`src/rtl/cpu_bus_pkg.sv`:
```
`default_nettype none
// ============================================================================
// Module : cpu_bus_pkg
// Brief  : Shared types and constants for the CPU memory bus arbiter.
// Rev    : 1.0 - initial release
// ============================================================================
package cpu_bus_pkg;

  // Arbiter sequencing states
  typedef enum logic [1:0] {
    ST_IDLE   = 2'd0,
    ST_ACCESS = 2'd1,
    ST_DONE   = 2'd2
  } state_e;

  // Which requester currently owns (or last owned) the bus
  typedef enum logic {
    GNT_FETCH = 1'b0,
    GNT_DATA  = 1'b1
  } grant_e;

  // Addresses strictly below this value belong to ROM
  localparam logic [31:0] ROM_LIMIT_DEFAULT = 32'h0000_1000;

endpackage
`default_nettype wire

```
`src/rtl/mem_region_decode.sv`:
```
`default_nettype none
// ============================================================================
// Module : mem_region_decode
// Brief  : Classifies a bus address as ROM (below ROM_LIMIT) or RAM.
// Rev    : 1.0 - initial release
// ============================================================================
module mem_region_decode
  import cpu_bus_pkg::*;
#(
  parameter logic [31:0] ROM_LIMIT = ROM_LIMIT_DEFAULT
) (
  input  logic [31:0] addr_i,
  output logic        is_rom_o,
  output logic        is_ram_o
);

  // ROM_LIMIT itself is the first RAM address
  always_comb begin
    is_rom_o = (addr_i < ROM_LIMIT);
    is_ram_o = ~is_rom_o;
  end

endmodule
`default_nettype wire

```
`src/rtl/mem_bus_arbiter.sv`:
```
`default_nettype none
// ============================================================================
// Module : mem_bus_arbiter
// Brief  : Round-robin fetch/data arbiter for a shared ROM/RAM bus with
//          fixed wait states and one-cycle acknowledge.
// Rev    : 1.0 - initial release
// ============================================================================
module mem_bus_arbiter
  import cpu_bus_pkg::*;
#(
  parameter int unsigned WAIT_STATES = 1,
  parameter logic [31:0] ROM_LIMIT   = ROM_LIMIT_DEFAULT
) (
  input  logic        clock,
  input  logic        reset,
  input  logic        if_req,
  input  logic [31:0] if_addr,
  output logic [31:0] if_data,
  output logic        if_ack,
  input  logic        dm_req,
  input  logic        dm_we,
  input  logic [31:0] dm_addr,
  input  logic [63:0] dm_wdata,
  output logic [63:0] dm_rdata,
  output logic        dm_ack,
  output logic        dm_err,
  output logic [31:0] bus_address,
  input  logic [63:0] bus_rdata,
  output logic [63:0] bus_wdata,
  output logic        bus_drive,
  output logic        rom_cs,
  output logic        ram_cs,
  output logic        output_enable,
  output logic        write_enable
);

  localparam int unsigned      CNT_W    = (WAIT_STATES > 0) ? $clog2(WAIT_STATES + 1) : 1;
  localparam logic [CNT_W-1:0] CNT_LAST = CNT_W'(WAIT_STATES);

  state_e             state_q, state_d;
  grant_e             grant_q, grant_d;
  grant_e             last_grant_q, last_grant_d;
  grant_e             w_pick;
  logic [CNT_W-1:0]   cnt_q, cnt_d;
  logic [31:0]        addr_q, addr_d;
  logic               we_q, we_d;
  logic [63:0]        wdata_q, wdata_d;
  logic [31:0]        if_data_q, if_data_d;
  logic [63:0]        dm_rdata_q, dm_rdata_d;
  logic               w_is_rom, w_is_ram;
  logic               w_access, w_done, w_ram_store;

  mem_region_decode #(
    .ROM_LIMIT (ROM_LIMIT)
  ) u_decode (
    .addr_i   (addr_q),
    .is_rom_o (w_is_rom),
    .is_ram_o (w_is_ram)
  );

  // State and transfer context registers; reset aborts any transfer in flight
  always_ff @(posedge clock or posedge reset) begin
    if (reset) begin
      state_q      <= ST_IDLE;
      grant_q      <= GNT_FETCH;
      last_grant_q <= GNT_DATA;
      cnt_q        <= '0;
      addr_q       <= '0;
      we_q         <= 1'b0;
      wdata_q      <= '0;
      if_data_q    <= '0;
      dm_rdata_q   <= '0;
    end else begin
      state_q      <= state_d;
      grant_q      <= grant_d;
      last_grant_q <= last_grant_d;
      cnt_q        <= cnt_d;
      addr_q       <= addr_d;
      we_q         <= we_d;
      wdata_q      <= wdata_d;
      if_data_q    <= if_data_d;
      dm_rdata_q   <= dm_rdata_d;
    end
  end

  // Next-state: grant in IDLE, count wait states, capture read data on exit
  always_comb begin
    state_d      = state_q;
    grant_d      = grant_q;
    last_grant_d = last_grant_q;
    cnt_d        = cnt_q;
    addr_d       = addr_q;
    we_d         = we_q;
    wdata_d      = wdata_q;
    if_data_d    = if_data_q;
    dm_rdata_d   = dm_rdata_q;
    // On a tie the requester that did not win last time gets the bus
    if (if_req && dm_req) begin
      w_pick = (last_grant_q == GNT_DATA) ? GNT_FETCH : GNT_DATA;
    end else begin
      w_pick = if_req ? GNT_FETCH : GNT_DATA;
    end
    case (state_q)
      ST_IDLE: begin
        if (if_req || dm_req) begin
          grant_d      = w_pick;
          last_grant_d = w_pick;
          cnt_d        = '0;
          state_d      = ST_ACCESS;
          if (w_pick == GNT_FETCH) begin
            addr_d  = if_addr;
            we_d    = 1'b0;
            wdata_d = '0;
          end else begin
            addr_d  = dm_addr;
            we_d    = dm_we;
            wdata_d = dm_wdata;
          end
        end
      end
      ST_ACCESS: begin
        if (cnt_q == CNT_LAST) begin
          state_d = ST_DONE;
          // Stores leave the load-data register untouched
          if (grant_q == GNT_FETCH) begin
            if_data_d = bus_rdata[31:0];
          end else if (!we_q) begin
            dm_rdata_d = bus_rdata;
          end
        end else begin
          cnt_d = cnt_q + CNT_W'(1);
        end
      end
      ST_DONE: begin
        state_d = ST_IDLE;
      end
      default: begin
        state_d = ST_IDLE;
      end
    endcase
  end

  // Bus strobes exist only during ACCESS; a store to ROM asserts nothing
  always_comb begin
    w_access      = (state_q == ST_ACCESS);
    w_done        = (state_q == ST_DONE);
    w_ram_store   = w_access & we_q & w_is_ram;
    bus_address   = w_access ? addr_q : 32'h0;
    rom_cs        = w_access & w_is_rom & ~we_q;
    ram_cs        = w_access & w_is_ram;
    output_enable = w_access & ~we_q;
    write_enable  = w_ram_store;
    bus_drive     = w_ram_store;
    bus_wdata     = w_ram_store ? wdata_q : 64'h0;
    if_ack        = w_done & (grant_q == GNT_FETCH);
    dm_ack        = w_done & (grant_q == GNT_DATA);
    dm_err        = w_done & (grant_q == GNT_DATA) & we_q & w_is_rom;
    if_data       = if_data_q;
    dm_rdata      = dm_rdata_q;
  end

endmodule
`default_nettype wire
```
`config.mk`:
```
export PLATFORM = sky130hd
export DESIGN_NAME = mem_bus_arbiter
export DESIGN_NICKNAME = d
export VERILOG_FILES = /design/src/rtl/cpu_bus_pkg.sv /design/src/rtl/mem_region_decode.sv /design/src/rtl/mem_bus_arbiter.sv
export SDC_FILE = /design/constraint.sdc
export NUM_CORES = 1
export LEC_CHECK = 0
export CAP_MARGIN = 0
export CORE_MARGIN = 2
export CORE_UTILIZATION = 30
export CTS_BUF_LIST = sky130_fd_sc_hd__clkbuf_4 sky130_fd_sc_hd__clkbuf_8 sky130_fd_sc_hd__clkbuf_16
export DETAILED_ROUTE_END_ITERATION = 10
export GPL_TIMING_DRIVEN = 0
export SKIP_LAST_GASP = 1
export SLEW_MARGIN = 20
export SYNTH_ARGS = -nofsm -noshare
export SYNTH_HDL_FRONTEND = slang
export SYNTH_SLANG_ARGS = --single-unit
```
`constraint.sdc`:
```
create_clock -name clock -period 7 [get_ports clock]
set_input_delay 1.4 -clock clock [delete_from_list [all_inputs] [get_ports clock]]
set_output_delay 1.4 -clock clock [all_outputs]
set_load 0.01 [all_outputs]
```
# == Yosys cells after proc, flatten, opt, wreduce, memory -nomap -nowiden ==
# Cells that the tools add are included.
# totals
out_inout_bits,200
elab_cells,51
n_memories,0
reg_bits,198
latchBits,0
mem_bits_ro,0
ramBits,0
# op_classes
muxes,14
n_bitwise,13
mul,0
div_mod_pow,0
magnitude_cmp,1
reduce_logical,9
shifts,0
n_eq_ne,4
addsub,1
# ops
operator,count
64-bit two-way mux,2
32-bit two-way mux,2
32-bit by 13-bit less-than comparator with 1-bit output (second input constant),1
1-bit bitwise AND,10
1-bit two-way mux,6
2-bit AND reduction,3
2-bit two-way mux,2
2-bit inequality test (second input constant),2
2-bit case mux with 2 select lines,1
4-bit AND reduction,1
1-bit NOT,3
3-bit AND reduction,1
2-bit by 1-bit == test with 1-bit output (second input constant),1
2-bit == test (second input constant),1
2-bit zero test,1
1-bit case mux with 2 select lines,1
2-bit nonzero test,1
1-bit adder (second input constant),1
1-bit logical AND,1
1-bit logical OR,1

# == Depth between registers and ports, before layout ==
# Gate-level depths: netlist (run 1).
# logic_depth
depth_word,4
depth_mapped,7

# == Modules after synthesis ==
# A second synthesis (run 1) with hierarchy kept.
# unflattened
cells_unflattened,680
area_unflattened_um2,8430.6
# modules_own_cells
module,area_each_um2,seq_area_each_um2,cells_per_inst,n_inst
mem_bus_arbiter,8380.5,4956.0,671,1
mem_region_decode,50.0,0.0,9,1

# == Least setup slack after synthesis (run 1) ==
# OpenSTA, ideal clock, no wires.
# synth_timing
kind,reg-to-output
from,register addr_q[24]
to,output write_enable
t_arrival_ps,1662
path_slack_ps,3938
stages_incl_launch_ff,6
path_cell_list,dfrtp_1 > nor4_1 > clkbuf_1 > buf_2 > a21oi_1 > buf_4
# synth_between
elab_chain_cells,3
# synth_lines
element,line_no,rtl
"start, declared",mem_bus_arbiter.sv:45,"logic [31:0] addr_q, addr_d;"
"start signal, assigned",mem_bus_arbiter.sv:78,addr_q <= addr_d;
32-bit by 13-bit less-than comparator with 1-bit output,mem_region_decode.sv:19,is_rom_o = (addr_i < ROM_LIMIT);
1-bit NOT,mem_region_decode.sv:20,is_ram_o = ~is_rom_o;
1-bit bitwise AND,mem_bus_arbiter.sv:147,w_ram_store = w_access & we_q & w_is_ram;
"end, declared",mem_bus_arbiter.sv:34,output logic write_enable
# No other way between the ends.

# == Final worst setup path (run 1) ==
# layout_timing
from,register addr_q[16]
to,output write_enable
# The elaborated chain is that of the path after synthesis.

==> results of run 1 <==
==> per-stage QoR <==
stage	instance area [µm²]	cells	utilization (%)	TNS, ns
2_1_floorplan	8840	770	-	0
3_3_place_gp	13300	1549	46.0	-523.75
3_5_place_dp	13300	1552	46.2	0
4_1_cts	14000	1584	48.5	0
5_1_grt	14000	1584	48.5	0
6_report	14000	1584	48.5	0
==> final cells by class <==
| type | count | area share, % |
|---|---|---|
| inverters | 3 | 0.134 |
| multi-input cells | 483 | 24.8 |
| plain buffers | 86 | 2.89 |
| clock inverters | 14 | 1.44 |
| clock buffers | 18 | 3.14 |
| repair buffers | 398 | 28.7 |
| flip-flops and latches | 198 | 35.4 |
| well taps | 384 | 3.44 |
==> worst paths after layout <==
path                              start  cells after the start           end
setup / recovery             addr_q[16]                      8  write_enable
hold / removal             dm_rdata[15]                      1  dm_rdata[15]
setup reg to reg             state_q[1]                      4  dm_rdata[63]
hold reg to reg            dm_rdata[15]                      1  dm_rdata[15]
max in group asynchronous         reset                      3  last_grant_q
min in group asynchronous         reset                      2   if_data[12]
==> cell usage after synthesis <==
cell type  count
and3b_1        1
dfstp_2        1
nand3_1       64
nor2_1         5
buf_2         26
o211ai_1      32
buf_6          6
nand2b_1       1
and2_1        34
nor4_1         5
and3_1         1
a22o_1        65
mux2_2        91
a2111oi_1      1
o21ai_0       33
clkbuf_1      51
nor3b_1        1
nor3b_2        1
a21oi_1      102
inv_1          3
buf_4          1
and4_1         2
mux2_1         5
or2_2          1
buf_1          2
a31oi_1       32
dfrtp_1      197
nand2_1        3
nor3_4         1
nor2b_1        2
==> cell families after synthesis <==
kind of cell	synth area share (%)
AOI/OAI and AO/OA	19.2
buffers and inverters	4.70
DFF	56.1
muxes	12.2
and+or+nand+nor	7.79
==> where the power goes <==
part / switching, mW / total, mW / internal [mW]
combinational: 1.32 / 2.84 / 1.52
sequential: 0.310 / 2.02 / 1.71
clock: 0.522 / 1.06 / 0.535
total: 2.15 / 5.92 / 3.77
==> flip-flops by register name, indices dropped and copies added (netlist names) <==
signal	cells
last_grant_q	1
dm_rdata	64
we_q	1
wdata_q	64
grant_q	1
addr_q	32
state_q	2
if_data	32
cnt_q	1
==> critical path, cell delays in order (launching register included) <==
cell and delay, ns:
dfrtp_1 0.40, nor4_1 0.44, and4_1 0.26, clkbuf_1 0.40, buf_2 0.32, buf_2 0.26
a21oi_1 0.13, buf_4 0.15, clkdlybuf4s50_1 0.47
==> per-layer routing <==
| metal | global-route usage [%] | share of wire, % | vias up |
|---|---|---|---|
| li1 | - | - | 3693 |
| met1 | 25.2 | 41 | 3856 |
| met2 | 33.8 | 49 | 322 |
| met3 | 6.32 | 8.4 | 22 |
| met4 | 4.13 | 1.2 | 0 |
| met5 | 0 | 0 | - |
==> placed cells by master, fill, tap and decap left out, types with 2 or more instances in the layout <==
cell type,count
clkbuf_16,17
clkbuf_1,51
a22o_1,65
nor2_1,5
inv_8,3
dfrtp_1,197
buf_16,2
mux2_1,5
clkinv_8,6
nand3_1,64
clkdlybuf4s50_1,395
nand2_1,3
and2_1,34
o21ai_0,33
inv_6,4
a21oi_1,102
buf_2,27
buf_1,2
nor2b_1,2
mux2_2,91
nor4_1,4
and4_1,2
inv_1,2
buf_6,6
a31oi_1,32
o211ai_1,32
==> summary.md, run 1 <==
| Metric | Value |
|---|---|
| Power consumption | 5.92 mW |
| Master cell of the clock root buffer | clkbuf_16 |
| Total of max-cap violations | 0 |
| TritonCTS clock tree | yes |
| Number of max-slew violations in the final report | 0 |
| Vias per cell | about 5 |
| Number of placement rows | 62 |
| Post-layout min period | 4.66 ns |
| Final Wtd Congestion | 0.818 |
| FF-to-FF setup slack | 4.76 ns |
| Status | complete, no violations |
| Post-Place Worst Slack | 2.74 ns |
| Seq/Total Area, Yosys | 56.1% |
| Drt drc | 0 |
| Antenna violations before repair | 0 |
| CP Launch Type | flop |
| Number of DRC markers after the initial detailed-route iteration | about 480 |
| Clock Skew | 0.0137 ns |
| Routed length per placed instance | 19.8 µm |
| Detailed Route WL | approximately 31000 µm |
| Actual transition at the worst max-transition pin | 0.848 ns |
| Growth of design area from synthesis to finish | 58.3% |
| Worst slew margin relative to its limit | 43.3% |
| Post-Syn Nets | 967 |
| Via Count | ~7900 |
| Area of the core | 28900 µm² |
| Number of clock sinks seen by CTS | 198 |
| Setup repair after global routing missed its margin | false |
| Number of CTS-inserted buffers | 17 |
| Layout net count | approximately 1400 |
| Number of buffers inserted for hold repair after clock tree synthesis | 0 |
| Crit Path Class | flop to output pin |
| Average footprint of a synthesized cell | approximately 11 µm² |
| All-layer global routing usage | 20.0% |
| Proportion of netlist area held by the largest area contributor | 55.8% |
| Clock insertion delay at the later pin of the skew report | 0.44 ns |
| Critical-path maximum fanout | 10 |
| Number of input and output port buffers inserted | 395 |
| Post-synthesis instance area | a little under 9000 µm² |
| Path type of the worst min-delay path | flop to flop |
| Crit path DAT | 3.26 ns |
| Power per cell area | between 400 and 500 nW/µm² |
| Number of H-tree levels | 4 |
| First-pass GRT wire length | 47700 µm |
| Cell variety after synth | 30 |
| Max VDD drop | 0.169 mV |
| Synth Instances | a little under 800 |
| Setup slack after layout | 2.34 ns |
| Total inserted antenna cells | 0 |
| Share of post-route cells with drive strength above 1 | around 14% |
| Total die area | around 30000 µm² |
| Number of buffers added for setup after CTS | 0 |
| Maximum number of pins on one net before global-route repair | 85 |
| Register bit count reported by yosys | 198 |
| DP HPWL | 23900 µm |
| Cts repair resizes | 0 |
| Endpoint class of the critical path | output pin |
| Area of the multi-input gates | 3470 µm² |
| Die X-Extent | approximately 180 µm |
| Sequential cell area in the final layout | 4960 µm² |
| CP Data Required Time | 5.60 ns |
| Final hold vios | 0 |
| Worst hold slack across all endpoints | 0.489 ns |
| First-pass iteration count of the detailed router | 4 |
| Clock transition at the registers of the reported paths | 0.08 ns |
| Leakage | 5.57 nW |
| Number of fillers in the final layout | approximately 2700 |
| Yosys Warn Count | 0 |
| Remaining antenna violation count | 0 |
| Final critical-path share of the clock period | 66.6% |
| Library cell with the largest summed area after synthesis | dfrtp_1 |
| Initial standard-cell utilization of the core | 30.6% |
| GRT overflow | 0 |
| Final-report setup violation count | 0 |
| Die boundary height | 176 µm |
| Via count of the first global-routing pass | 8100 |
| Top cells by area in the synthesized netlist | dfrtp_1, mux2_2, a22o_1 |
| Maximum achievable frequency | 214 MHz |
| Top-level I/O count | 397 |
| Largest buffer count on any clock path | 2 |
Power figures use the tool's default switching activity.
==> run 2: changes to the inputs <==
- clock period: 7 -> 3.8 ns (I/O delays scaled with it)
==> summary.md, run 2 (synthesis results as in run 1) <==
| Metric | Value |
|---|---|
| Number of max-slew violations in the final report | 0 (unchanged) |
| Setup repair after global routing missed its margin | false |
| Remaining antenna violation count | 0 (unchanged) |
| Top-level I/O count | 397 (unchanged) |
| First-pass GRT wire length | 48500 µm (+1.7%) |
| CP bufs+invs | 4 (-1) |
| Final Wtd Congestion | 0.818 (about the same) |
| Growth of design area from synthesis to finish | 59.0% |
| Critical-path cell with the highest stage delay | clkdlybuf4s50_1 |
| Most used cells in the layout excluding fill and tap cells | clkdlybuf4s50_1, dfrtp_1, a21oi_1, mux2_2, a22o_1 |
| Start point of the worst hold path | dm_rdata[17] |
| Final-report setup violation count | 0 (unchanged) |
| Delay contributed by the slowest stage of the critical path | 0.46 ns (about the same) |
| Power share of the sequential group | 34.5% (+0.4 points) |
| Portion of total power attributed to the clock network | 17.1% (-0.8 points) |
| Master cell of the clock root buffer | clkbuf_16 |
| Maximum number of pins on one net before global-route repair | 32 (-62%) |
| Largest buffer count on any clock path | 2 (unchanged) |
| Leakage | 5.60 nW (+0.45%) |
| First-pass iteration count of the detailed router | 5 (+1) |
| Share of the core filled with cells in the final layout | 48.7% (+0.23 points) |
| Cell mode on critical path | buf_2 |
| Actual transition at the worst max-transition pin | 0.779 ns (-0.0689 ns) |
| TritonCTS clock tree | yes |
| Reg2reg start | state_q[1] |
| Clock insertion delay at the later pin of the skew report | 0.43 ns (about the same) |
| Via Count | 7956 (+0.80%) |
| Terminus of the critical flop-to-flop path | dm_rdata[9] |
| Maximum achievable frequency | 277 MHz |
| Max VDD drop | 0.324 mV (+92%) |
| Area of the multi-input gates | 3480 µm² (+0.25%) |
| CP Data Required Time | 3.04 ns (-2.56 ns) |
| Final critical-path share of the clock period | 95.0% |
| Clock Skew | 0.0165 ns (+0.00281 ns) |
| Fin Setup TNS | 0 ns (unchanged) |
| Power per cell area | 771 nW/µm² (+82%) |
| Leading cell type in the layout, fill and taps excluded | clkdlybuf4s50_1 |
| Number of DRC markers after the initial detailed-route iteration | 339 (-29%) |
| Area of the core | 28900 µm² (unchanged) |
| Critical-path maximum fanout | 10 (unchanged) |
| Drt drc | 0 (unchanged) |
| GRT overflow | 0 (unchanged) |
| All-layer global routing usage | 20.5% (+0.46 points) |
| Number of placement rows | 62 (unchanged) |
| Status | complete, no violations |
| Family of cells with the greatest summed delay on the critical path | buffers and inverters |
| Path type of the worst min-delay path | flop to flop |
| Number of clock sinks seen by CTS | 198 (unchanged) |
| Total inserted antenna cells | 0 (unchanged) |
| DP HPWL | 24900 µm (+4.2%) |
| Post-layout min period | 3.61 ns |
| Die boundary height | 176 µm (unchanged) |
| Number of CTS-inserted buffers | 17 (unchanged) |
| Number of H-tree levels | 4 (unchanged) |
| Total die area | 30800 µm² (unchanged) |
| CP Launch Type | flop |
| Endpoint class of the critical path | output pin |
| Crit Path Class | flop to output pin |
| Vias per cell | 5.02 (+0.67%) |
| Number of instances on the worst hold path | 1 (unchanged) |
| Die X-Extent | 176 µm (unchanged) |
| Number of buffers inserted for hold repair after clock tree synthesis | 0 (unchanged) |
| Switching power | 3.96 mW (+84%) |
| Initial standard-cell utilization of the core | 30.6% (unchanged) |
| Number of buffers added for setup after CTS | 0 (unchanged) |
| Worst slew margin relative to its limit | 47.9% (+4.6 points) |
| Detailed Route WL | 32100 µm (+2.2%) |
| Cell-by-cell listing of the critical path | nor4_2 > and4_4 > buf_2 > buf_2 > a21oi_1 > buf_4 > clkdlybuf4s50_1 |
| Via count of the first global-routing pass | 8164 (+0.79%) |
| Endpoint of the worst hold path | dm_rdata[17] |
| Crit path DAT | 2.85 ns (-0.41 ns) |
| Total of max-cap violations | 0 (unchanged) |
| Share of post-route cells with drive strength above 1 | 14.4% (+0.64 points) |
| Register-to-Register Path Depth | 4 (unchanged) |
| Power consumption | 10.8 mW (+83%) |
| Layout net count | 1386 (+0.14%) |
| Total internal power | 6.88 mW (+83%) |
| FF-to-FF setup slack | 1.58 ns (-3.18 ns) |
| Number of fillers in the final layout | 2677 (-1.8%) |
| Clock transition at the registers of the reported paths | 0.08 ns (about the same) |
| Share of total power in combinational logic | 48.4% (+0.3 points) |
| Switching fraction of total power | 36.5% (+0.16 points) |
| Number of input and output port buffers inserted | 395 (unchanged) |
| Final hold vios | 0 (unchanged) |
| Routed length per placed instance | 20.2 µm (+2.0%) |
| Antenna violations before repair | 0 (unchanged) |
| Sequential cell area in the final layout | 4960 µm² (unchanged) |
-- run 2: cell type report --
class	count	area share, %
Tap cell	384	3.42
Clock buffer	18	3.13
Inverter	3	0.107
Sequential cell	198	35.3
Clock inverter	14	1.22
Buffer	83	2.81
Timing Repair Buffer	403	29.3
Multi-Input combinational cell	483	24.8
-- run 2: power groups by stage --
stage	registers, mW	logic (mW)	clock network (mW)
final	3.74	5.24	1.85
after global routing	3.88	5.65	2.00
after CTS	3.75	5.33	1.91
after detailed placement	3.76	5.32	0
after global placement	3.73	5.28	0
after floorplan	3.89	2.43	0
-- run 2: how the worst max path moves through the flow --
| stage | start | end | slack (ns) | depth (start not counted) |
|---|---|---|---|---|
| 2_1_floorplan | reset | addr_q[0] | 0.48 | 1 |
| 3_3_place_gp | reset | addr_q[7] | -1.31 | 2 |
| 3_5_place_dp | addr_q[16] | write_enable | 0.16 | 8 |
| 4_1_cts | addr_q[16] | write_enable | 0.002 | 7 |
| 5_1_grt | addr_q[31] | write_enable | 0.02 | 7 |
| 6_report | addr_q[16] | write_enable | 0.19 | 7 |
-- run 2: stage by stage --
step / std cells / instance area [µm²] / hold slack (ns) / worst slack, ns
2_1_floorplan: 770 / 8840 / 0.473 / 0.480
3_3_place_gp: 1549 / 13300 / 0.468 / -1.31
3_5_place_dp: 1557 / 13400 / 0.479 / 0.156
4_1_cts: 1587 / 14000 / 0.498 / 0.00206
5_1_grt: 1586 / 14000 / 0.509 / 0.0216
6_report: 1586 / 14000 / 0.497 / 0.189
-- run 2: what timing repair did --
action,CTS,global route
setup endpoints to repair,29,2
gates resized for setup,2,3
cloned,0,0
-- run 2: metal layers --
metal | vias to the layer above | wire (µm) | part of all wire [%] | global-route usage, %
met5 | - | 0 | 0 | 0
met4 | 0 | 483 | 1.5 | 4.75
met3 | 29 | 2550 | 7.9 | 6.17
met2 | 319 | 15800 | 49 | 34.7
met1 | 3919 | 13200 | 41 | 25.7
li1 | 3689 | - | - | -
==> run 3: changes to the inputs <==
- CAP_MARGIN: 0 -> unset
- CORE_UTILIZATION: 30 -> 38
- PLACE_DENSITY: unset -> 0.77
==> summary.md, run 3 (synthesis results as in run 1) <==
| Metric | Value |
|---|---|
| Leakage | 5.59 nW (-0.11%) |
| DP HPWL | 24000 µm (-3.5%) |
| Drt drc | 0 (unchanged) |
| Number of clock sinks seen by CTS | 198 (unchanged) |
| Actual transition at the worst max-transition pin | 0.735 ns (-0.0444 ns) |
| Vias per cell | 5.40 (+7.7%) |
| Growth of design area from synthesis to finish | 57.4% |
| Clock transition at the registers of the reported paths | 0.08 ns (about the same) |
| Post-layout min period | 3.75 ns (+0.142 ns) |
| Leading cell type in the layout, fill and taps excluded | clkdlybuf4s50_1 |
| Clock Skew | 0.0132 ns (-0.00326 ns) |
| Largest buffer count on any clock path | 2 (unchanged) |
| Worst slew margin relative to its limit | 50.8% (+3.0 points) |
| Delay contributed by the slowest stage of the critical path | 0.47 ns (about the same) |
| Most used cells in the layout excluding fill and tap cells | clkdlybuf4s50_1, dfrtp_1, a21oi_1, mux2_2, a22o_1 |
| Number of placement rows | 55 (-11%) |
| Area of the core | 22700 µm² (-21%) |
| Status | complete, no violations |
| CP Data Required Time | 3.04 ns (about the same) |
| First-pass GRT wire length | 46400 µm (-4.4%) |
| Number of DRC markers after the initial detailed-route iteration | 466 (+37%) |
| Power per cell area | 778 nW/µm² (+0.91%) |
| Via Count | 8032 (+0.96%) |
| CP bufs+invs | 4 (unchanged) |
| Final-report setup violation count | 0 (unchanged) |
| Cell mode on critical path | buf_2 |
| Via count of the first global-routing pass | 8231 (+0.82%) |
| Area of the multi-input gates | 3490 µm² (+0.25%) |
| Path type of the worst min-delay path | flop to flop |
| Number of fillers in the final layout | 1871 (-30%) |
| Number of input and output port buffers inserted | 395 (unchanged) |
| TritonCTS clock tree | yes |
| Maximum achievable frequency | 267 MHz (-3.8%) |
| Clock insertion delay at the later pin of the skew report | 0.44 ns (about the same) |
| Critical-path maximum fanout | 10 (unchanged) |
| Die boundary height | 156 µm (-11%) |
| Number of max-slew violations in the final report | 0 (unchanged) |
| Top-level I/O count | 397 (unchanged) |
| Final Wtd Congestion | 0.833 (+1.8%) |
| All-layer global routing usage | 24.9% (+4.5 points) |
| Number of H-tree levels | 4 (unchanged) |
| Sequential cell area in the final layout | 4960 µm² (unchanged) |
| Layout net count | 1385 (-0.072%) |
| Total of max-cap violations | 0 (unchanged) |
| Setup repair after global routing missed its margin | true |
| First-pass iteration count of the detailed router | 5 (unchanged) |
| Die X-Extent | 156 µm (-11%) |
| Crit path DAT | 2.99 ns (+0.14 ns) |
| Endpoint class of the critical path | output pin |
| Remaining antenna violation count | 0 (unchanged) |
| Number of CTS-inserted buffers | 17 (unchanged) |
| Crit Path Class | flop to output pin |
| Detailed Route WL | 30800 µm (-3.9%) |
| Family of cells with the greatest summed delay on the critical path | buffers and inverters |
| Power consumption | 10.8 mW (-0.11%) |
| Final hold vios | 0 (unchanged) |
| Final critical-path share of the clock period | 98.7% (+3.7 points) |
| Critical-path cell with the highest stage delay | clkdlybuf4s50_1 |
| Routed length per placed instance | 20.7 µm (+2.5%) |
| Total die area | 24500 µm² (-21%) |
| Cell-by-cell listing of the critical path | nor4_1 > and4_4 > buf_2 > buf_2 > a21oi_1 > buf_4 > clkdlybuf4s50_1 |
| Master cell of the clock root buffer | clkbuf_16 |
| Share of post-route cells with drive strength above 1 | 14.4% (about the same) |
| CP Launch Type | flop |
| Maximum number of pins on one net before global-route repair | 34 (+6.3%) |
| Antenna violations before repair | 1 (+1) |
| Share of the core filled with cells in the final layout | 61.2% (+13 points) |
| Initial standard-cell utilization of the core | 38.9% (+8.3 points) |
| Max VDD drop | 0.319 mV (-1.4%) |
| GRT overflow | 0 (unchanged) |
-- run 3: changes by cell type in the layout (fill, tap and decap cells not counted), sizes merged --
cell,previous run,this run
buf,42,41
clkinvlp,2,1
diode,0,1
inv,9,10
-- run 3: worst paths after layout --
path / end / cells past startpoint / startpoint / slack, ns
max in group asynchronous: wdata_q[61] / 5 / reset / 2.23
setup / recovery: write_enable / 7 / addr_q[30] / 0.05
min in group asynchronous: if_data[24] / 2 / reset / 0.62
hold reg to reg: dm_rdata[17] / 1 / dm_rdata[17] / 0.50
hold / removal: dm_rdata[17] / 1 / dm_rdata[17] / 0.50
setup reg to reg: dm_rdata[21] / 4 / state_q[1] / 1.61
-- run 3: layer usage --
metal / up-vias / share of wire, % / routed length [µm] / track usage, %
met5: - / 0 / 0 / 0
met3: 49 / 9.2 / 2840 / 8.75
met2: 355 / 50 / 15500 / 43.5
met1: 3938 / 37 / 11500 / 28.4
li1: 3690 / - / - / -
met4: 0 / 3.0 / 913 / 8.78
-- run 3: through the flow --
step                      hold slack [ns]  worst slack, ns  TNS (ns)  instances  cell area (µm²)
after floorplan                     0.473            0.480         0        770             8840
after global placement              0.468            -1.08   -218.15       1450            13200
after detailed placement            0.485            0.108         0       1457            13300
after CTS                           0.504           0.0333         0       1487            13900
after global routing                0.520          -0.0401   -0.0401       1486            13900
final                               0.500           0.0479         0       1487            13900
-- run 3: power breakdown --
group          switching, mW  internal [mW]
combinational           2.40           2.82
sequential             0.606           3.15
clock                  0.933          0.917
total                   3.94           6.88
-- run 3: layout make-up --
type	instances	share of cell area, %
antenna	1	0.0180
tap	285	2.56
clock buffer	18	3.16
buffer	83	2.84
sequential	198	35.6
inverter	3	0.108
multi-input combinational	483	25.1
clock inverter	14	1.24
timing repair buffer	402	29.3
-- run 3: timing repair --
item | in CTS | in global routing
hold endpoints to repair | 0 | 0
hold buffers | 0 | 0
buffers inserted | 0 | 0
resized for setup | 5 | 1
setup endpoints to repair | 33 | 5
